--- src/rtl/osc_timebase.sv ---
// Oscillator-domain timebase: reset sequencer, fractional 1 us / 1 ms strobes,
// free-running millisecond uptime counter and a one-shot millisecond timer.
module osc_timebase #(
  parameter int unsigned CLK_HZ     = 125000000,
  parameter int unsigned TICK_HZ    = 1000000,
  parameter int unsigned MS_DIV     = 1000,
  parameter int unsigned POR_CYCLES = 1024
) (
  input  logic        clk,
  input  logic        rst_n,
  output logic        rst_out_n,
  output logic        tick_us,
  output logic        tick_ms,
  output logic [31:0] uptime_ms,
  input  logic        timer_start,
  input  logic [15:0] timer_ms,
  output logic        timer_busy,
  output logic        timer_done
);

  localparam int unsigned ACC_W = $clog2(CLK_HZ) + 1;
  localparam int unsigned POR_W = (POR_CYCLES > 1) ? $clog2(POR_CYCLES) : 1;
  localparam int unsigned US_W  = (MS_DIV > 1) ? $clog2(MS_DIV) : 1;

  localparam logic [ACC_W-1:0] CLK_V    = ACC_W'(CLK_HZ);
  localparam logic [ACC_W-1:0] TICK_V   = ACC_W'(TICK_HZ);
  localparam logic [POR_W-1:0] POR_LAST = POR_W'(POR_CYCLES - 1);
  localparam logic [US_W-1:0]  US_LAST  = US_W'(MS_DIV - 1);

  typedef enum logic {
    IDLE,
    RUN
  } state_t;

  logic [1:0]       sync_q,    sync_d;
  logic [POR_W-1:0] por_cnt_q, por_cnt_d;
  logic             rst_out_q, rst_out_d;

  logic [ACC_W-1:0] acc_q,     acc_d;
  logic [ACC_W-1:0] acc_sum;
  logic             tick_us_q, tick_us_d;
  logic [US_W-1:0]  us_cnt_q,  us_cnt_d;
  logic             tick_ms_q, tick_ms_d;
  logic [31:0]      uptime_q,  uptime_d;

  state_t           state_q,   state_d;
  logic [15:0]      rem_q,     rem_d;
  logic             busy_q,    busy_d;
  logic             done_q,    done_d;

  // The POR count only starts once the synchronizer output is high, so the
  // stretched release lands POR_CYCLES+2 edges after rst_n rises.
  always_comb begin
    sync_d    = {sync_q[0], 1'b1};
    por_cnt_d = por_cnt_q;
    rst_out_d = rst_out_q;
    if (sync_q[1] && !rst_out_q) begin
      if (por_cnt_q == POR_LAST) begin
        rst_out_d = 1'b1;
      end else begin
        por_cnt_d = por_cnt_q + POR_W'(1);
      end
    end
  end

  always_comb begin
    acc_sum   = acc_q + TICK_V;
    acc_d     = acc_q;
    tick_us_d = 1'b0;
    us_cnt_d  = us_cnt_q;
    tick_ms_d = 1'b0;
    uptime_d  = uptime_q;
    if (rst_out_q) begin
      if (acc_sum >= CLK_V) begin
        acc_d     = acc_sum - CLK_V;
        tick_us_d = 1'b1;
      end else begin
        acc_d = acc_sum;
      end
      if (tick_us_d) begin
        if (us_cnt_q == US_LAST) begin
          us_cnt_d  = '0;
          tick_ms_d = 1'b1;
        end else begin
          us_cnt_d = us_cnt_q + US_W'(1);
        end
      end
      if (tick_ms_d) begin
        uptime_d = uptime_q + 32'd1;
      end
    end
  end

  // A start request always takes priority over a coinciding expiry.
  always_comb begin
    state_d = state_q;
    rem_d   = rem_q;
    busy_d  = busy_q;
    done_d  = 1'b0;
    if (rst_out_q) begin
      if (timer_start) begin
        if (timer_ms == '0) begin
          state_d = IDLE;
          rem_d   = '0;
          busy_d  = 1'b0;
          done_d  = 1'b1;
        end else begin
          state_d = RUN;
          rem_d   = timer_ms;
          busy_d  = 1'b1;
        end
      end else if (state_q == RUN && tick_ms_q) begin
        if (rem_q == 16'd1) begin
          state_d = IDLE;
          rem_d   = '0;
          busy_d  = 1'b0;
          done_d  = 1'b1;
        end else begin
          rem_d = rem_q - 16'd1;
        end
      end
    end
  end

  always_ff @(posedge clk or negedge rst_n) begin
    if (!rst_n) begin
      sync_q    <= '0;
      por_cnt_q <= '0;
      rst_out_q <= 1'b0;
      acc_q     <= '0;
      tick_us_q <= 1'b0;
      us_cnt_q  <= '0;
      tick_ms_q <= 1'b0;
      uptime_q  <= '0;
      state_q   <= IDLE;
      rem_q     <= '0;
      busy_q    <= 1'b0;
      done_q    <= 1'b0;
    end else begin
      sync_q    <= sync_d;
      por_cnt_q <= por_cnt_d;
      rst_out_q <= rst_out_d;
      acc_q     <= acc_d;
      tick_us_q <= tick_us_d;
      us_cnt_q  <= us_cnt_d;
      tick_ms_q <= tick_ms_d;
      uptime_q  <= uptime_d;
      state_q   <= state_d;
      rem_q     <= rem_d;
      busy_q    <= busy_d;
      done_q    <= done_d;
    end
  end

  assign rst_out_n  = rst_out_q;
  assign tick_us    = tick_us_q;
  assign tick_ms    = tick_ms_q;
  assign uptime_ms  = uptime_q;
  assign timer_busy = busy_q;
  assign timer_done = done_q;

endmodule
--- config.mk ---
export PLATFORM = sky130hd
export DESIGN_NAME = osc_timebase
export DESIGN_NICKNAME = d
export VERILOG_FILES = /design/src/rtl/osc_timebase.sv
export SDC_FILE = /design/constraint.sdc
export NUM_CORES = 1
export LEC_CHECK = 0
export ABC_CLOCK_PERIOD_IN_PS = 3000
export BUFFER_PORTS_ARGS = -buffer_cell sky130_fd_sc_hd__buf_2
export CORE_MARGIN = 2
export CORE_UTILIZATION = 40
export DETAILED_ROUTE_END_ITERATION = 10
export PLACE_DENSITY_LB_ADDON = 0.15
export SYNTH_ARGS = -nofsm -noshare
export SYNTH_HDL_FRONTEND = slang
export SYNTH_SLANG_ARGS = --single-unit
--- constraint.sdc ---
create_clock -name clk -period 3 [get_ports clk]
set_input_delay 0.9 -clock clk [delete_from_list [all_inputs] [get_ports clk]]
set_output_delay 0.9 -clock clk [all_outputs]
set_load 0.02 [all_outputs]
==> run metrics, run 1 <==
Synth area leaders dfrtp_1, xnor2_1, o21ai_0, xor2_1, nand2_1; P_int 2.00 mW; number of global-route vias before repair 5,156; first-pass GRT wire length 25,300 um; drt drc 0; crit path launch type flip-flop; GR Layer Usage met2 0.313; antenna viol nets, final 0; Flop pwr share 0.523; Seq cells post-synth 97; final setup fails 3; routability congestion estimate 0.853; Yosys warning count 0; met3 GRT Util 0.0295; top cell type's share of synthesized area 0.412; Synth Area in XOR/XNOR 0.109; CTS tree done; row count 44; antenna violations before repair 0; Max Clock Freq 329 MHz; largest net degree at the start of global routing 45; Hold Violations, Final 0; adder-cell area share of the yosys netlist 0.0149; # IOs 56; detailed router's first-iteration violation count 298; CTS Buf Count 9; Tot GR Track Use 0.193; Die Y 125 um; core area 14,500 um2; layer with the highest usage met2; H-tree levels 3; fin worst setup slack -0.0432 ns; most common cell after layout, fill and taps aside dfrtp_1; setup TNS -0.0580 ns; Net Switching 671 uW; max-cap violation count 0; largest area contributor in the netlist dfrtp_1; grt total ovfl 0; Die W 125 um; period utilization 1.01; Synth Area in Compound Gates 0.190; initial core utilization 0.407; Synth Instances 646; Reg clk slew, reported paths 0.07 ns; Async SR Flop Fraction 1.00; clock sink count 97; Hold-fix buffers, CTS 0; combinational power share 0.058; failing checks setup timing; clk_skew 0.00892 ns; clock power share 0.419; Hold Path Class reg -> reg; measured slew at the worst slew-check pin 1.02 ns; drt total wl 15,000 um; Area growth, synth to finish 24.0%; combinational family with the most area after synthesis simple AND/OR/NAND/NOR gates; placed cell area 6810 um2; post-synthesis sequential area ratio 0.412; post-synthesis mux area share 0.0113; commonest cells after routing, fill and taps aside dfrtp_1, buf_4, buf_2, nand2_1, o21ai_0; status finished with violations; crit end category flip-flop; unrepaired setup endpoints after global routing yes; required time worst endpoint 3.28 ns; post-DP HPWL 11,000 um; Synth Area in Simple Gates 0.217; VDD IR max 0.258 mV; number of synthesized flops with an enable pin 0; syn_nets 672; Main synth FF type dfrtp_1; CTS Buffer Depth 2; fin. max-slew vios 0; Mapped Area 5890 um2; WL per Instance 15.9 um; CP max FO 8; clock latency on the worst-skew pair 0.35 ns; NumNets Final 780; vias per cell 5.56; GR Layer Usage met1 0.267; share of cells above drive strength 1 0.271; Mean Syn Cell Area 9.12 um2; root buf cell clkbuf_16; Slew headroom 0.311; n_diodes 0; Via Count 5,244; P_leak 3.31 nW; final hold slack 0.352 ns; drt first pass iters 5; Port Buf Inserts 55; Cell variety after synth 75; Tmin final 3.04 ns; power per cell area 365 nW/um2; Crit Path Class reg -> reg; sw frac 0.251; die footprint 15,700 um2; final instance area 7310 um2; worst endpoint data arrival time 3.32 ns
-- synthesized netlist by cell type, types with 6 or more instances --
cell and number:
buf_2 8, nor4_1 10, dfrtp_1 97, nor3_1 19, nand3_1 34, o21ai_0 55, or3_1 6, nand4_1 14
clkbuf_1 22, nor2_1 43, a31oi_1 13, and3_1 15, a22oi_1 9, ha_1 7, a21oi_1 33, inv_1 20
nand2_1 54, xor2_1 25, xnor2_1 45
-- registers in the layout, summed over array words and instances (netlist names) --
name        count
sync_q          2
tick_us         1
acc_q          22
rem_q          16
por_cnt_q      10
us_cnt_q       10
timer_busy      1
tick_ms         1
timer_done      1
uptime_ms      32
rst_out_n       1
-- cell type report --
type | instances | area [um2]
well taps | 184 | 230
clock buffers | 10 | 229
multi-input cells | 491 | 3400
clock inverters | 6 | 51.3
fillers | 1366 | 7170
inverters | 21 | 81.3
repair buffers | 134 | 887
flip-flops and latches | 97 | 2430
-- per-stage QoR --
step	worst slack [ns]	util	cells	total power, mW
6_report	-0.0432	0.505	943	2.67
5_1_grt	-0.149	0.505	943	2.78
4_1_cts	-0.0722	0.494	941	2.71
3_5_place_dp	-0.185	0.470	924	1.58
3_3_place_gp	-0.0479	0.470	924	1.57
2_1_floorplan	-0.0261	-	646	1.50
-- path summary, 6_finish.rpt --
kind | endpoint | depth (start not counted) | slack, ns | from
min in group asynchronous | rem_q[15] | 1 | 0.55 | rst_n
worst min-delay path | sync_q[1] | 0 | 0.35 | sync_q[0]
worst max register to register | uptime_ms[28] | 10 | -0.04 | acc_q[6]
worst max-delay path | uptime_ms[28] | 10 | -0.04 | acc_q[6]
worst min register to register | sync_q[1] | 0 | 0.35 | sync_q[0]
max in group asynchronous | acc_q[8] | 2 | 1.81 | rst_n
-- routing by layer --
| metal | wire length, um | vias to the layer above |
|---|---|---|
| li1 | - | 2573 |
| met2 | 7170 | 106 |
| met4 | 228 | 0 |
| met1 | 7090 | 2547 |
| met3 | 529 | 18 |
| met5 | 0 | - |
-- worst max-delay path, stage by stage, from the launching register on --
cell	delay [ns]
dfrtp_1	0.39
buf_4	0.14
a31o_4	0.26
or4_4	0.42
a31oi_1	0.19
nor4b_2	0.22
o21a_2	0.19
o22ai_4	0.09
or4_4	0.65
nor4b_4	0.26
xor2_1	0.16
-- repair_timing --
| action | 4_1_cts | 5_1_grt |
|---|---|---|
| gates resized for setup | 12 | 31 |
| endpoints found under the setup margin | 38 | 59 |
| buffers inserted | 1 | 2 |
| pin swaps | 8 | 7 |
-- cell families (layout without fill, tap and decap cells) --
kind of cell	count (synthesis)	after routing
compound gates	171	171
xor+xnor	71	71
fa+ha+maj	7	7
buf+inv	58	171
flops	97	97
mux	6	6
other cells	1	1
simple gates	235	235
-- power by group through the flow --
stage	clock [mW]	combinational, mW	sequential [mW]
global placement	0	0.154	1.42
CTS	1.15	0.158	1.40
floorplan	0	0.0918	1.41
global route	1.20	0.175	1.40
finish	1.12	0.154	1.40
detailed placement	0	0.157	1.42
No activity file was read; power rests on OpenSTA's default activity.
==> inputs of run 2 (changes only) <==
--- a/config.mk
+++ b/config.mk
@@ -5,12 +5,13 @@
 export SDC_FILE = /design/constraint.sdc
 export NUM_CORES = 1
 export LEC_CHECK = 0
-export ABC_CLOCK_PERIOD_IN_PS = 3000
+export ABC_CLOCK_PERIOD_IN_PS = 3700
 export BUFFER_PORTS_ARGS = -buffer_cell sky130_fd_sc_hd__buf_2
 export CORE_MARGIN = 2
 export CORE_UTILIZATION = 40
 export DETAILED_ROUTE_END_ITERATION = 10
 export PLACE_DENSITY_LB_ADDON = 0.15
+export SKIP_LAST_GASP = 1
 export SYNTH_ARGS = -nofsm -noshare
 export SYNTH_HDL_FRONTEND = slang
 export SYNTH_SLANG_ARGS = --single-unit
==> constraint.sdc (replaced) <==
create_clock -name clk -period 3.7 [get_ports clk]
set_input_delay 1.11 -clock clk [delete_from_list [all_inputs] [get_ports clk]]
set_output_delay 1.11 -clock clk [all_outputs]
set_load 0.02 [all_outputs]
==> run metrics, run 2 (synthesis gave the netlist of run 1 again) <==
fill count 1,418 (+3.8%); NumNets Final 721 (-7.6%); Via Count 5,034 (-4.0%); drt first pass iters 4 (-1); antenna violations before repair 0 (unchanged); Reg clk slew, reported paths 0.07 ns (about the same); max-cap violation count 0 (unchanged); core area 14,500 um2 (unchanged); Layout Cells excl Fill 884 (-6.3%); first-pass GRT wire length 23,700 um (-6.1%); fin. max-slew vios 0 (unchanged); CTS Buffer Depth 2 (unchanged); final instance area 6640 um2 (-9.1%); number of global-route vias before repair 4,857 (-5.8%); Hold Path Class reg -> reg; root buf cell clkbuf_16; row count 44 (unchanged); final core occ 0.459 (-0.0459); Hold Violations, Final 0 (unchanged); crit end category flip-flop; drt drc 0 (unchanged); share of cells above drive strength 1 0.171 (-0.100); clock latency on the worst-skew pair 0.36 ns (about the same); Tmin final 3.39 ns (+0.349 ns); Reg area 2430 um2 (about the same); setup TNS 0 ns (+0.0580 ns); Max Clock Freq 295 MHz (-10%); WL per Instance 15.8 um (-0.87%); die footprint 15,700 um2 (unchanged); unrepaired setup endpoints after global routing no; P_leak 2.91 nW (-12%); Die W 125 um (unchanged); H-tree levels 3 (unchanged); worst endpoint data arrival time 3.67 ns (+0.35 ns); crit path launch type flip-flop; reg-to-reg slack, setup 0.31 ns (+0.35 ns); vias per cell 5.69 (+2.4%); largest net degree at the start of global routing 35 (-22%); Slew headroom 0.267 (-0.0439); required time worst endpoint 3.98 ns (+0.70 ns); clock sink count 97 (unchanged); drt total wl 13,900 um (-7.1%); slowest CP cell or4_4; total setup buffers inserted after CTS 0 (-1); grt total ovfl 0 (unchanged); clk_skew 0.00909 ns (+0.000172 ns); CTS tree done; critical path, cell by cell ha_1, a21oi_1, nor4b_2, nor4_1, a41oi_1, a22oi_4, o22ai_4, or4_4, nor4_4, xor2_1; measured slew at the worst slew-check pin 1.08 ns (+0.0649 ns); Largest register FFs 32 (unchanged); CTS Buf Count 9 (unchanged); power per cell area 319 nW/um2 (-13%); Placed Cells 868 (-6.1%); slowest stage delay, CP 0.61 ns (-0.04 ns); Port Buf Inserts 55 (unchanged); status complete, no violations; Area growth, synth to finish 12.7%; post-DP HPWL 10,100 um (-7.9%); antenna viol nets, final 0 (unchanged); fin worst setup slack 0.308 ns (+0.351 ns); detailed router's first-iteration violation count 333 (+12%); commonest cells after routing, fill and taps aside dfrtp_1, o21ai_0, nand2_1, buf_2, xnor2_1; Crit Path Class reg -> reg; CP max FO 10 (+2); Tot GR Track Use 0.184 (-0.00973); post-place setup slack 0.265 ns (+0.450 ns); most common cell after layout, fill and taps aside dfrtp_1; initial core utilization 0.407 (unchanged); period utilization 0.917 (-0.0975); final setup fails 0 (-3); n_diodes 0 (unchanged); routability congestion estimate 0.903 (+5.8%); placed cell area 6370 um2 (-6.5%); multi-input logic area 3210 um2 (-5.5%); VDD IR max 0.255 mV (-1.5%); # IOs 56 (unchanged); Die Y 125 um (unchanged)
==> run 2: final cells by class <==
type,instances,area share
clock buffer,11,0.0350
clock inverter,5,0.00490
inverter,21,0.0119
multi-input combinational,491,0.484
sequential,97,0.365
tap,184,0.0347
timing repair buffer,75,0.0644
==> run 2: critical path, delay by kind of cell (launching register included) <==
| kind | cells | cell delay, ns |
|---|---|---|
| flops | 1 | 0.50 |
| xor+xnor | 1 | 0.16 |
| compound gates | 4 | 1.06 |
| fa+ha+maj | 1 | 0.27 |
| simple gates | 4 | 1.32 |
==> run 2: through the flow <==
| step | power (mW) | hold WS, ns |
|---|---|---|
| after floorplan | 1.22 | 0.331 |
| after global placement | 1.27 | 0.333 |
| after detailed placement | 1.28 | 0.336 |
| after CTS | 2.15 | 0.349 |
| after global routing | 2.22 | 0.355 |
| final | 2.12 | 0.347 |
==> run 2: path summary, 6_finish.rpt <==
path / from / endpoint / depth (start not counted)
worst min register to register: sync_q[0] / sync_q[1] / 0
min in group asynchronous: rst_n / acc_q[9] / 1
worst max register to register: acc_q[6] / uptime_ms[31] / 10
worst min-delay path: sync_q[0] / sync_q[1] / 0
max in group asynchronous: rst_n / uptime_ms[1] / 2
worst max-delay path: acc_q[6] / uptime_ms[31] / 10
==> run 2: repair_timing <==
item / 4_1_cts / 5_1_grt
hold buffers: 0 / 0
endpoints found under the setup margin: 0 / 5
gates resized for setup: 0 / 2
==> run 2: where the power goes <==
part | switching, mW | leakage, nW | total, mW | internal (mW)
Clock | 0.414 | 0.122 | 0.868 | 0.454
Combinational | 0.0702 | 1.46 | 0.124 | 0.0534
Sequential | 0.0325 | 1.33 | 1.13 | 1.10
Total | 0.517 | 2.91 | 2.12 | 1.60
==> run 2: layer usage <==
layer  vias up  share of wire  GRT usage
met5         -              0          0
met4         0          0.014     0.0444
met3        16          0.043     0.0535
met2       119           0.48      0.300
met1      2452           0.47      0.242
li1       2447              -          -
